**src/rtl/game_turn_ctrl.sv**
```systemverilog
// ============================================================================
// Module   : game_turn_ctrl
// Purpose  : Tic-tac-toe turn controller. Moves a one-hot cursor over the
//            3x3 board, places marks for the player on turn, detects wins
//            and draws, and drives the highlight outputs for the display.
// Revision : 1.0 - initial release
// ============================================================================
`default_nettype none

module game_turn_ctrl #(
  parameter logic [11:0] COLOR_X = 12'hF00,
  parameter logic [11:0] COLOR_O = 12'h00F
) (
  input  logic        pclk,
  input  logic        rst,
  input  logic        start_btn,
  input  logic        move_right,
  input  logic        move_down,
  input  logic        confirm,
  output logic [8:0]  square_sel,
  output logic        start_en,
  output logic        choice_en,
  output logic [11:0] square_color,
  output logic [8:0]  board_x,
  output logic [8:0]  board_o,
  output logic [1:0]  winner,
  output logic        game_over
);

  typedef enum logic [2:0] {
    ST_IDLE   = 3'd0,
    ST_SELECT = 3'd1,
    ST_COMMIT = 3'd2,
    ST_CHECK  = 3'd3,
    ST_DONE   = 3'd4
  } state_t;

  localparam logic [3:0] CURSOR_HOME = 4'd4;

  // Current architectural state; player 0 is X, 1 is O.
  state_t     state;
  logic [3:0] cursor;
  logic       player;

  // Next-state values; the registered outputs are decoded from these so that
  // every output reflects the state entered on the same clock edge.
  state_t     state_nx;
  logic [3:0] cursor_nx;
  logic       player_nx;
  logic [8:0] board_x_nx;
  logic [8:0] board_o_nx;
  logic [1:0] winner_nx;

  logic [8:0] occupied;
  logic [8:0] cursor_bit;
  logic [8:0] cur_board;
  logic       restart;

  // True when the board map contains any complete row, column or diagonal.
  function automatic logic has_line(input logic [8:0] b);
    return (b[0] & b[1] & b[2]) | (b[3] & b[4] & b[5]) | (b[6] & b[7] & b[8]) |
           (b[0] & b[3] & b[6]) | (b[1] & b[4] & b[7]) | (b[2] & b[5] & b[8]) |
           (b[0] & b[4] & b[8]) | (b[2] & b[4] & b[6]);
  endfunction

  assign occupied   = board_x | board_o;
  assign cursor_bit = 9'd1 << cursor;
  assign cur_board  = player ? board_o : board_x;
  assign restart    = start_btn && (state == ST_IDLE || state == ST_DONE);

  // Next-state logic: cursor moves, mark placement, line/draw evaluation.
  always_comb begin
    state_nx   = state;
    cursor_nx  = cursor;
    player_nx  = player;
    board_x_nx = board_x;
    board_o_nx = board_o;
    winner_nx  = winner;

    case (state)
      ST_SELECT: begin
        // Confirm wins over both moves even when it lands on a taken square,
        // so a single cycle never carries more than one intended action.
        if (confirm) begin
          if (!occupied[cursor]) begin
            state_nx = ST_COMMIT;
          end
        end else if (move_down) begin
          cursor_nx = (cursor >= 4'd6) ? cursor - 4'd6 : cursor + 4'd3;
        end else if (move_right) begin
          cursor_nx = (cursor == 4'd8) ? 4'd0 : cursor + 4'd1;
        end
      end

      ST_COMMIT: begin
        if (player) begin
          board_o_nx = board_o | cursor_bit;
        end else begin
          board_x_nx = board_x | cursor_bit;
        end
        state_nx = ST_CHECK;
      end

      ST_CHECK: begin
        // Only the player who just moved can have completed a line.
        if (has_line(cur_board)) begin
          winner_nx = player ? 2'b10 : 2'b01;
          state_nx  = ST_DONE;
        end else if (&occupied) begin
          winner_nx = 2'b11;
          state_nx  = ST_DONE;
        end else begin
          player_nx = ~player;
          state_nx  = ST_SELECT;
        end
      end

      ST_IDLE, ST_DONE: begin
        state_nx = state;
      end

      default: begin
        state_nx = ST_IDLE;
      end
    endcase

    // A new game may only be started from IDLE or after the previous ended.
    if (restart) begin
      state_nx   = ST_SELECT;
      cursor_nx  = CURSOR_HOME;
      player_nx  = 1'b0;
      board_x_nx = 9'd0;
      board_o_nx = 9'd0;
      winner_nx  = 2'b00;
    end
  end

  // State update and registered output decode; reset overrides everything,
  // including a mark that would otherwise be written in COMMIT.
  always_ff @(posedge pclk) begin
    if (rst) begin
      state        <= ST_IDLE;
      cursor       <= CURSOR_HOME;
      player       <= 1'b0;
      board_x      <= 9'd0;
      board_o      <= 9'd0;
      winner       <= 2'b00;
      game_over    <= 1'b0;
      start_en     <= 1'b0;
      choice_en    <= 1'b0;
      square_sel   <= 9'd0;
      square_color <= COLOR_X;
    end else begin
      state        <= state_nx;
      cursor       <= cursor_nx;
      player       <= player_nx;
      board_x      <= board_x_nx;
      board_o      <= board_o_nx;
      winner       <= winner_nx;
      game_over    <= (state_nx == ST_DONE);
      start_en     <= (state_nx != ST_IDLE);
      choice_en    <= (state_nx == ST_COMMIT);
      square_sel   <= (state_nx == ST_IDLE || state_nx == ST_DONE) ? 9'd0
                                                                   : (9'd1 << cursor_nx);
      square_color <= player_nx ? COLOR_O : COLOR_X;
    end
  end

endmodule

`default_nettype wire

```
**config.mk**
```make
export PLATFORM = sky130hd
export DESIGN_NAME = game_turn_ctrl
export DESIGN_NICKNAME = d
export VERILOG_FILES = /design/src/rtl/game_turn_ctrl.sv
export SDC_FILE = /design/constraint.sdc
export NUM_CORES = 1
export LEC_CHECK = 0
export ABC_AREA = 0
export BUFFER_PORTS_ARGS = -buffer_cell sky130_fd_sc_hd__buf_2
export CORE_ASPECT_RATIO = 0.6
export CORE_MARGIN = 4
export CORE_UTILIZATION = 41
export DETAILED_ROUTE_END_ITERATION = 10
export HOLD_SLACK_MARGIN = 0.15
export PLACE_DENSITY = 0.69
export SLEW_MARGIN = 10
export SYNTH_ARGS = -nofsm -noshare
export SYNTH_HDL_FRONTEND = slang
export SYNTH_SLANG_ARGS = --single-unit
```
**constraint.sdc**
```tcl
create_clock -name pclk -period 6.4 [get_ports pclk]
set_clock_uncertainty 0.1 [all_clocks]
set_input_delay 0.32 -clock pclk [delete_from_list [all_inputs] [get_ports pclk]]
set_output_delay 0.32 -clock pclk [all_outputs]
set_load 0.1 [all_outputs]
```
# Yosys cells after proc, flatten, opt, wreduce, memory -nomap -nowiden
# Cells that the tools add are included.
dict set report classes {
  addsub 3
  n_lt_le_gt_ge 2
  n_eq_ne 7
  shift 2
  mux 24
  n_bitwise 27
  reduce_logical 14
}
# cell n
set ops {}
lappend ops {{$mux W4} 7}
lappend ops {{$or A9 B9 Y9} 3}
lappend ops {{$shl A1 B4 Y9 const A} 2}
lappend ops {{$and A1 B1 Y1} 16}
lappend ops {{$mux W3} 5}
lappend ops {{$mux W12} 1}
lappend ops {{$pmux W3 S4} 1}
lappend ops {{$eq A3 B2 Y1 const B} 3}
lappend ops {{$mux W9} 1}
lappend ops {{$reduce_and A9 Y1} 1}
lappend ops {{$or A1 B1 Y1} 7}
lappend ops {{$eq A3 B3 Y1 const B} 2}
lappend ops {{$logic_not A3 Y1} 2}
lappend ops {{$mux W2} 3}
lappend ops {{$reduce_and A2 Y1} 3}
lappend ops {{$reduce_or A2 Y1} 3}
lappend ops {{$lt A4 B5 Y1 const B} 1}
lappend ops {{$mux W1} 5}
lappend ops {{$add A4 B1 Y4 const B} 1}
lappend ops {{$add A4 B2 Y4 const B} 1}
lappend ops {{$bmux W1 S4} 1}
lappend ops {{$eq A4 B4 Y1 const B} 1}
lappend ops {{$ge A4 B3 Y1 const B} 1}
lappend ops {{$sub A4 B3 Y4 const B} 1}
lappend ops {{6 further kinds} 7}
dict set report word_totals {
  regBits 52
  output_inout_bits 44
}

# Logic depth before layout (Yosys ltp)
# Gate-level depths: netlist of run 1.
dict set report logic_depth {
  ltp_word 16
  depth_mapped 8
  depth_no_buf 7
}

# Worst setup path after synthesis of run 1
# OpenSTA, ideal clock, no wires.
dict set report synth_path {
  kind {reg-to-reg}
  startpoint {reg board_x[2]}
  endpoint {reg square_sel[0]}
  t_arrival_ns 2.309
  path_slack_ns 3.846
  stages_incl_launch_ff 6
  n_path_buf 0
  period_less_slack_ns 2.554
  path_cell_list {dfxtp_1 > o22ai_1 > nor4_1 > a21oi_1 > a211oi_2 > nor4_1}
}
dict set report synth_via {
  elab_chain_cells 15
  word_cells_on_any_way 27
  classes_between {eq/ne (1); mux (9); bitwise (13); reduce/logical (4)}
}
# item line_no
set synth_rtl {}
lappend synth_rtl {{start: declaration} 24} ;# output logic [8:0] board_x,
lappend synth_rtl {{start signal: assignment} 157} ;# board_x <= board_x_nx;
lappend synth_rtl {{$mux W9} 68} ;# assign cur_board = player ? board_o : board_x;
lappend synth_rtl {{$and A1 B1 Y1} 61} ;# return (b[0] & b[1] & b[2]) | (b[3] & b[4] & b[5]) | (b[6] & b[7] & b[8]) |
lappend synth_rtl {{$or A1 B1 Y1 (3 in a row)} 61}
lappend synth_rtl {{$or A1 B1 Y1 (3 in a row)} 62} ;# (b[0] & b[3] & b[6]) | (b[1] & b[4] & b[7]) | (b[2] & b[5] & b[8]) |
lappend synth_rtl {{$or A1 B1 Y1} 63} ;# (b[0] & b[4] & b[8]) | (b[2] & b[4] & b[6]);
lappend synth_rtl {{$mux W3} 106} ;# if (has_line(cur_board)) begin
lappend synth_rtl {{$pmux W3 S4 (*)} 80} ;# case (state)
lappend synth_rtl {{$mux W3 (*)} 128} ;# if (restart) begin
lappend synth_rtl {{$eq A3 B3 Y1 or $logic_not A3 Y1 (tied branches)} 163} ;# square_sel <= (state_nx == ST_IDLE || state_nx == ST_DONE) ? 9'd0
lappend synth_rtl {{$logic_or A1 B1 Y1 (*)} 163}
lappend synth_rtl {{$reduce_or A2 Y1 (no line) (*)} --}
lappend synth_rtl {{end signal: assignment} 163}
lappend synth_rtl {{end: declaration} 20} ;# output logic [8:0] square_sel,
# Every way passes the cells marked *; elsewhere a longest branch is shown, timed or not. The select of a mux whose other input is x is not followed.
# A chain may end at the register's enable or synchronous reset.

# Final worst setup path of run 1
dict set report layout_path {
  startpoint {reg cursor[0]}
  endpoint {reg square_sel[5]}
}
dict set report layout_via {
  elab_chain_cells 9
  word_cells_on_any_way 23
  classes_between {add/sub (3); order compare (1); eq/ne (2); shift (1); mux (13); reduce/logical (3)}
}
# item line_no
set layout_rtl {}
lappend layout_rtl {{start: declaration} 42} ;# logic [3:0] cursor;
lappend layout_rtl {{start signal: assignment} 155} ;# cursor <= cursor_nx;
lappend layout_rtl {{$bmux W1 S4} 85} ;# if (!occupied[cursor]) begin
lappend layout_rtl {{$mux W1 (implied by the code)} 85}
lappend layout_rtl {{$mux W3} 85}
lappend layout_rtl {{$mux W3} 84} ;# if (confirm) begin
lappend layout_rtl {{$pmux W3 S4} 80}
lappend layout_rtl {{$mux W3} 128}
lappend layout_rtl {{$eq A3 B3 Y1 or $logic_not A3 Y1 (tied branches)} 163}
lappend layout_rtl {{$logic_or A1 B1 Y1} 163}
lappend layout_rtl {{$reduce_or A2 Y1 (no line)} --}
# Several ways; a longest one is shown, not always the timed one. The select of a mux whose other input is x is not followed.

==> results.ini, run 1 <==
[outcome]
outcome = finished, final reports clean

[clock_tree]
clock_latency_ns = 0.30
tritoncts = yes
holdBufCountCts = 0
clockRootBuffer = sky130_fd_sc_hd__clkbuf_8
cts_buffers = 5
post-cts-setup-buffers = 0
clkSinkCount = 41
worst_setup_hold_path_clk_slew_ns = 0.08
cts_repair_resize_count = 0
clock_path_buffers = 2
cts-htree-levels = 2

[flow_run]
maxcap_viol_count = 0

[drt]
avgViaCountPerCell = 5.753
detail_route.wl_per_cell_um = 16.13
postRouteWirelength_um = 6017
dr.first_iter.drc_count = 225
detailroute.via_count = 2146
detail_route.drc_violations = 0
final_antenna_net_count = 0
firstDrtPassIters = 5

[place]
dp_cells = 365
detailed_place.area_um2 = 2484
io_buffers = 45
dp_slack_ns = 3.731
dpl.hpwl_um = 4575
gp_congestion = 0.9071

[worst_setup_path]
worst_setup_path_start_kind = register
crit_required_ns = 6.51
timing.setup.critical_path_class = reg -> reg
critical_path.max_fanout = 14
ff2ff_path_depth = 7
cp-end-kind = register
critPathArrivalTime_ns = 2.84

[logic_synthesis]
main_combinational_cell_family_by_area_after_synthesis = simple AND/OR/NAND/NOR gates
post_synth_inst_count = 271
ys_ff_latch = 41
synth_simple_gate_area_share_pct = 24.59
synth_xor_xnor_area_share_pct = 0.3817
synthDistinctLibCells = 60
synth_compound_gate_area_share_pct = 23.12
synthMuxAreaShare_pct = 2.345
post_synthesis_adder_cell_area_fraction_pct = 4.907
synth_seq_area_share_pct = 35.77
number_of_enable_flip_flop_cells_after_synthesis = 0
yosys_warnings = 0
synth_ff_type = sky130_fd_sc_hd__dfxtp_1
syn-mean-instance-area_um2 = 8.468
combined_area_of_all_synthesized_cells_um2 = 2295
synthArstFlopShare_pct = 0

[pwr]
leakage_nw = 1.045
power.ir.vdd_worst_v = 0.0001009
power.density_nw_per_um2 = 222.6

[final_layout]
mostFrequentLayoutCells = sky130_fd_sc_hd__buf_2 (45), sky130_fd_sc_hd__dfxtp_1 (41), sky130_fd_sc_hd__nor2_1 (36)
final_cell_count_no_fill = 373
diodes = 0
final_nets = 321
layout.filler_cells = 497
layout.cell_area.non_filler_um2 = 2599
area_occupied_by_multi_input_gates_um2 = 1285
post_route_cells_drive_above_1_share_pct = 21.50
final-seq-area_um2 = 820.8
final_common_cell = sky130_fd_sc_hd__buf_2
area_growth_syn_to_layout_pct = 13.25

[min_path]
holdCritPathClass = in -> reg
min_path_cells = 2

[sta]
hold_viol = 0
timing.max_slew.rel_slack_pct = 47.25
layout_min_cycle_time_ns = 2.731
finalSetupViolations = 0
setup_total_negative_slack_ns = 0
max_freq_mhz = 366.1
slew_viol_final = 0
final.period_utilization_pct = 42.67
worst_slack_ns = 3.669
max_slew.worst_pin.slew_ns = 0.7913
rsz_0062_raised_after_global_routing = no

[global_route]
grt_first_pass_wirelength_um = 9853
groute.layer.met3.usage_pct = 4.878
antenna_found_initial = 0
grt.busiest_layer = met1
groute.usage.overall_pct = 18.08
grt_start_max_net_pins = 26
global_route.usage.met1_pct = 28.34
grt_pass1_vias = 1867
grt_remaining_overflow = 0
gr-usage-met2_pct = 23.23

[floorplanning]
die_height_um = 65.95
boundaryPins = 50
floorplan.die_area_um2 = 6897
rows = 20
die_width_um = 104.6
start_util_pct = 43.88
placeableCoreArea_um2 = 5230

-- path summary, 6_finish.rpt --
| kind | start | to | slack [ns] |
|---|---|---|---|
| min reg2reg | winner[0] | winner[0] | 0.37 |
| max reg2reg | cursor[0] | square_sel[5] | 3.67 |
| min | rst | state[0] | 0.19 |
| max | cursor[0] | square_sel[5] | 3.67 |
-- registers in the layout, indices dropped and copies added (netlist names) --
register and cells:
square_sel 9, winner 2, board_o 9, board_x 9
square_color 2, cursor 4, start_en 1, game_over 1
state 3, choice_en 1
-- worst max-delay path, stage by stage, from the launching register on --
cell and delay, ns:
sky130_fd_sc_hd__dfxtp_1 0.62, sky130_fd_sc_hd__inv_1 0.21, sky130_fd_sc_hd__ha_1 0.32, sky130_fd_sc_hd__and3b_1 0.25
sky130_fd_sc_hd__o31a_1 0.33, sky130_fd_sc_hd__a2111oi_4 0.41, sky130_fd_sc_hd__o211ai_2 0.18, sky130_fd_sc_hd__nor4_2 0.23
-- power breakdown --
group	internal, W	switching (W)
clock	0.000117	0.0000956
combinational	0.0000228	0.0000754
sequential	0.000260	0.00000827
total	0.000399	0.000179
-- kinds of logic after synthesis --
kind of cell / after synthesis
fa+ha+maj: 9
compound gates: 75
xor+xnor: 1
other cells: 1
simple gates: 102
buf+inv: 38
flops: 41
mux: 4
-- cell type report --
| class | instances | share of cell area [%] |
|---|---|---|
| clock inverters | 3 | 1.781 |
| inverters | 18 | 2.696 |
| well taps | 66 | 3.178 |
| repair buffers | 45 | 8.666 |
| flip-flops and latches | 41 | 31.58 |
| multi-input cells | 195 | 49.45 |
| clock buffers | 5 | 2.648 |
-- cells in the mapped netlist, types with 2 or more instances --
library cell	n	area, µm²
sky130_fd_sc_hd__buf_2	2	10.01
sky130_fd_sc_hd__buf_4	12	90.09
sky130_fd_sc_hd__nand2b_1	5	31.28
sky130_fd_sc_hd__mux2i_1	2	20.02
sky130_fd_sc_hd__nand3b_1	2	15.01
sky130_fd_sc_hd__a31oi_1	3	18.77
sky130_fd_sc_hd__a221o_1	2	20.02
sky130_fd_sc_hd__ha_1	9	112.6
sky130_fd_sc_hd__nand2_1	14	52.55
sky130_fd_sc_hd__o32ai_1	4	35.03
sky130_fd_sc_hd__dfxtp_1	41	820.8
sky130_fd_sc_hd__or3_1	4	25.02
sky130_fd_sc_hd__nor3_1	9	45.04
sky130_fd_sc_hd__inv_1	17	63.81
sky130_fd_sc_hd__nor3b_1	2	15.01
sky130_fd_sc_hd__nor4b_2	2	30.03
sky130_fd_sc_hd__a22oi_1	9	67.56
sky130_fd_sc_hd__a221oi_1	2	17.52
sky130_fd_sc_hd__o21ai_0	5	25.02
sky130_fd_sc_hd__nor2_1	36	135.1
sky130_fd_sc_hd__nor4_1	9	56.30
sky130_fd_sc_hd__and2_1	2	12.51
sky130_fd_sc_hd__nand3_1	2	10.01
sky130_fd_sc_hd__or2_2	2	12.51
sky130_fd_sc_hd__o22ai_1	2	12.51
sky130_fd_sc_hd__a21o_1	2	15.01
sky130_fd_sc_hd__o31a_1	2	17.52
sky130_fd_sc_hd__a21oi_1	29	145.1
sky130_fd_sc_hd__nor2b_1	3	18.77
sky130_fd_sc_hd__and4_1	2	17.52
sky130_fd_sc_hd__clkbuf_1	5	18.77
-- metrics by stage --
stage	hold slack (ns)	power, W	utilization, %
after floorplan	0.2891	0.0003556	-
after global placement	0.3579	0.0003716	47.49
after detailed placement	0.3599	0.0003716	47.49
after CTS	0.1720	0.0005820	49.69
after global routing	0.1707	0.0006062	49.69
final	0.1860	0.0005784	49.69
-- per-layer routing --
metal	wire length (µm)	vias to the layer above
li1	-	1050
met4	78	0
met2	2327	107
met5	0	-
met1	3008	976
met3	602	13
No activity file was read; power rests on OpenSTA's default activity.
==> run 2, diff against run 1 <==
--- a/config.mk
+++ b/config.mk
@@ -12,7 +12,7 @@
 export CORE_UTILIZATION = 41
 export DETAILED_ROUTE_END_ITERATION = 10
 export HOLD_SLACK_MARGIN = 0.15
-export PLACE_DENSITY = 0.69
+export PLACE_DENSITY = 0.71
 export SLEW_MARGIN = 10
 export SYNTH_ARGS = -nofsm -noshare
 export SYNTH_HDL_FRONTEND = slang
==> constraint.sdc (replaced) <==
create_clock -name pclk -period 2.4 [get_ports pclk]
set_clock_uncertainty 0.1 [all_clocks]
set_input_delay 0.12 -clock pclk [delete_from_list [all_inputs] [get_ports pclk]]
set_output_delay 0.12 -clock pclk [all_outputs]
set_load 0.1 [all_outputs]
==> run 2 against run 1 <==
  * Maximum frequency is 21% higher
  * Die area is the same
  * Critical path depth did not move
  * Count of clock-buffer cells in the layout unchanged
  * Worst hold slack worse by 0.022 ns
  * Register-to-register slack got worse by 3.5 ns
  * Cell area rose by 6.4%
  * Sequential share of layout area is 1.1 points lower
  * First-iteration DRC count shrank 0.44%
==> results.ini, run 2 (synthesis gave the netlist of run 1 again) <==
[pwr]
power.density_nw_per_um2 = 599.6  ; +170%
power.ir.vdd_worst_v = 0.0002861  ; +180%
leakage_nw = 1.145  ; +9.6%

[final_layout]
layout.cell_area.non_filler_um2 = 2764  ; +6.4%
post_route_cells_drive_above_1_share_pct = 30.65  ; +9.2 points
final_common_cell = sky130_fd_sc_hd__buf_2
final_nets = 337  ; +5.0%
diodes = 0  ; unchanged
mostFrequentLayoutCells = sky130_fd_sc_hd__buf_2 (45), sky130_fd_sc_hd__nor2_1 (36), sky130_fd_sc_hd__a21oi_1 (29)
top_regs = board_o (9), board_x (9), square_sel (9)
area_growth_syn_to_layout_pct = 20.45

[clock_tree]
worst_setup_hold_path_clk_slew_ns = 0.08  ; about the same
clockRootBuffer = sky130_fd_sc_hd__clkbuf_8
clock_path_buffers = 2  ; unchanged
cts_buffers = 5  ; unchanged
tritoncts = yes
clock_latency_ns = 0.30  ; about the same
cts-htree-levels = 2  ; unchanged
post-cts-setup-buffers = 0  ; unchanged
clkSinkCount = 41  ; unchanged

[worst_setup_path]
crit_required_ns = 2.51  ; -4.00 ns
cp-end-kind = register
slowest_delay_ns = 0.42  ; -0.20 ns
worst_setup_path_start_kind = register
cell_at_the_slowest_stage_of_the_critical_path = sky130_fd_sc_hd__dfxtp_1
critPathArrivalTime_ns = 2.37  ; -0.47 ns
critical_path.cell_chain = buf_4, ha_2, nand2b_1, and3_1, a2111oi_4, o211ai_2, nor4_2
critical_path.max_fanout = 9  ; -5
timing.setup.critical_path_class = reg -> reg

[place]
io_buffers = 45  ; unchanged
detailed_place.area_um2 = 2616  ; +5.3%
gp_congestion = 0.9387  ; +3.5%
dp_slack_ns = 0.09414  ; -3.636 ns
dpl.hpwl_um = 4848  ; +6.0%

[drt]
detail_route.drc_violations = 0  ; unchanged
final_antenna_net_count = 0  ; unchanged
dr.first_iter.drc_count = 224  ; -0.44%
detail_route.wl_per_cell_um = 16.56  ; +2.6%
firstDrtPassIters = 5  ; unchanged
avgViaCountPerCell = 5.738  ; -0.27%
postRouteWirelength_um = 6440  ; +7.0%
detailroute.via_count = 2232  ; +4.0%

[floorplanning]
start_util_pct = 43.88  ; unchanged
boundaryPins = 50  ; unchanged
die_height_um = 65.95  ; unchanged
floorplan.die_area_um2 = 6897  ; unchanged
rows = 20  ; unchanged
die_width_um = 104.6  ; unchanged
placeableCoreArea_um2 = 5230  ; unchanged

[sta]
setup_total_negative_slack_ns = 0  ; unchanged
worst_slack_ns = 0.1422  ; -3.527 ns
hold_viol = 0  ; unchanged
fin_hold_ws_ns = 0.1645  ; -0.02152 ns
max_freq_mhz = 442.9  ; +21%
final.period_utilization_pct = 94.08  ; +51 points
rsz_0062_raised_after_global_routing = no
max_slew.worst_pin.slew_ns = 0.5022  ; -0.2891 ns
finalSetupViolations = 0  ; unchanged
timing.max_slew.rel_slack_pct = 66.21  ; +19 points
layout_min_cycle_time_ns = 2.258  ; -0.4733 ns
slew_viol_final = 0  ; unchanged

[global_route]
grt_pass1_vias = 2143  ; +15%
grt_start_max_net_pins = 16  ; -38%
grt_remaining_overflow = 0  ; unchanged
groute.usage.overall_pct = 19.20  ; +1.1 points
grt_first_pass_wirelength_um = 10670  ; +8.3%
antenna_found_initial = 0  ; unchanged

[outcome]
outcome = finished, final reports clean

[flow_run]
maxcap_viol_count = 0  ; unchanged

[min_path]
holdCritPathClass = in -> reg

## run 2: worst max-delay path, delay by kind of cell, from the launching register on
kind / cells / cell delay, ns
flops: 1 / 0.42
simple gates: 3 / 0.61
buf+inv: 1 / 0.20
fa+ha+maj: 1 / 0.24
compound gates: 2 / 0.60
## run 2: cell type report
cell class                 instances  area [µm²]
multi-input combinational        195        1287
sequential                        41       842.1
inverter                          18       70.07
tap                               66       82.58
timing repair buffer              61       347.8
fill                             502        2466
clock inverter                     3       65.06
clock buffer                       5       68.82
## run 2: repair_timing
item,CTS,global route
hold buffers,1,0
endpoints found under the setup margin,0,9
resized for setup,0,2
hold endpoints to repair,7,0
## run 2: final timing paths
| path | start | endpoint | slack (ns) | depth (start not counted) |
|---|---|---|---|---|
| setup / recovery | cursor[2] | square_sel[5] | 0.14 | 7 |
| hold / removal | start_btn | start_en | 0.16 | 3 |
| setup reg to reg | cursor[2] | square_sel[5] | 0.14 | 7 |
| hold reg to reg | winner[0] | winner[0] | 0.37 | 2 |
## run 2: metrics by stage
step,cells,total power (W),util [%]
after global placement,380,0.001009,50.02
after detailed placement,380,0.001010,50.02
after floorplan,274,0.0009482,-
final,389,0.001657,52.85
after global routing,389,0.001720,52.85
after CTS,389,0.001668,52.78
## run 2: power breakdown
part / internal [W] / switching (W)
Combinational: 0.0000779 / 0.000219
Sequential: 0.000693 / 0.0000116
Clock: 0.000413 / 0.000243
Total: 0.00118 / 0.000474
## run 2: metal layers
| layer | wire length (µm) | GRT usage, % | vias up |
|---|---|---|---|
| li1 | - | - | 1076 |
| met1 | 3138 | 28.77 | 1039 |
| met4 | 42 | 4.419 | 0 |
| met2 | 2520 | 26.93 | 112 |
| met5 | 0 | 0 | - |
| met3 | 738 | 5.268 | 5 |
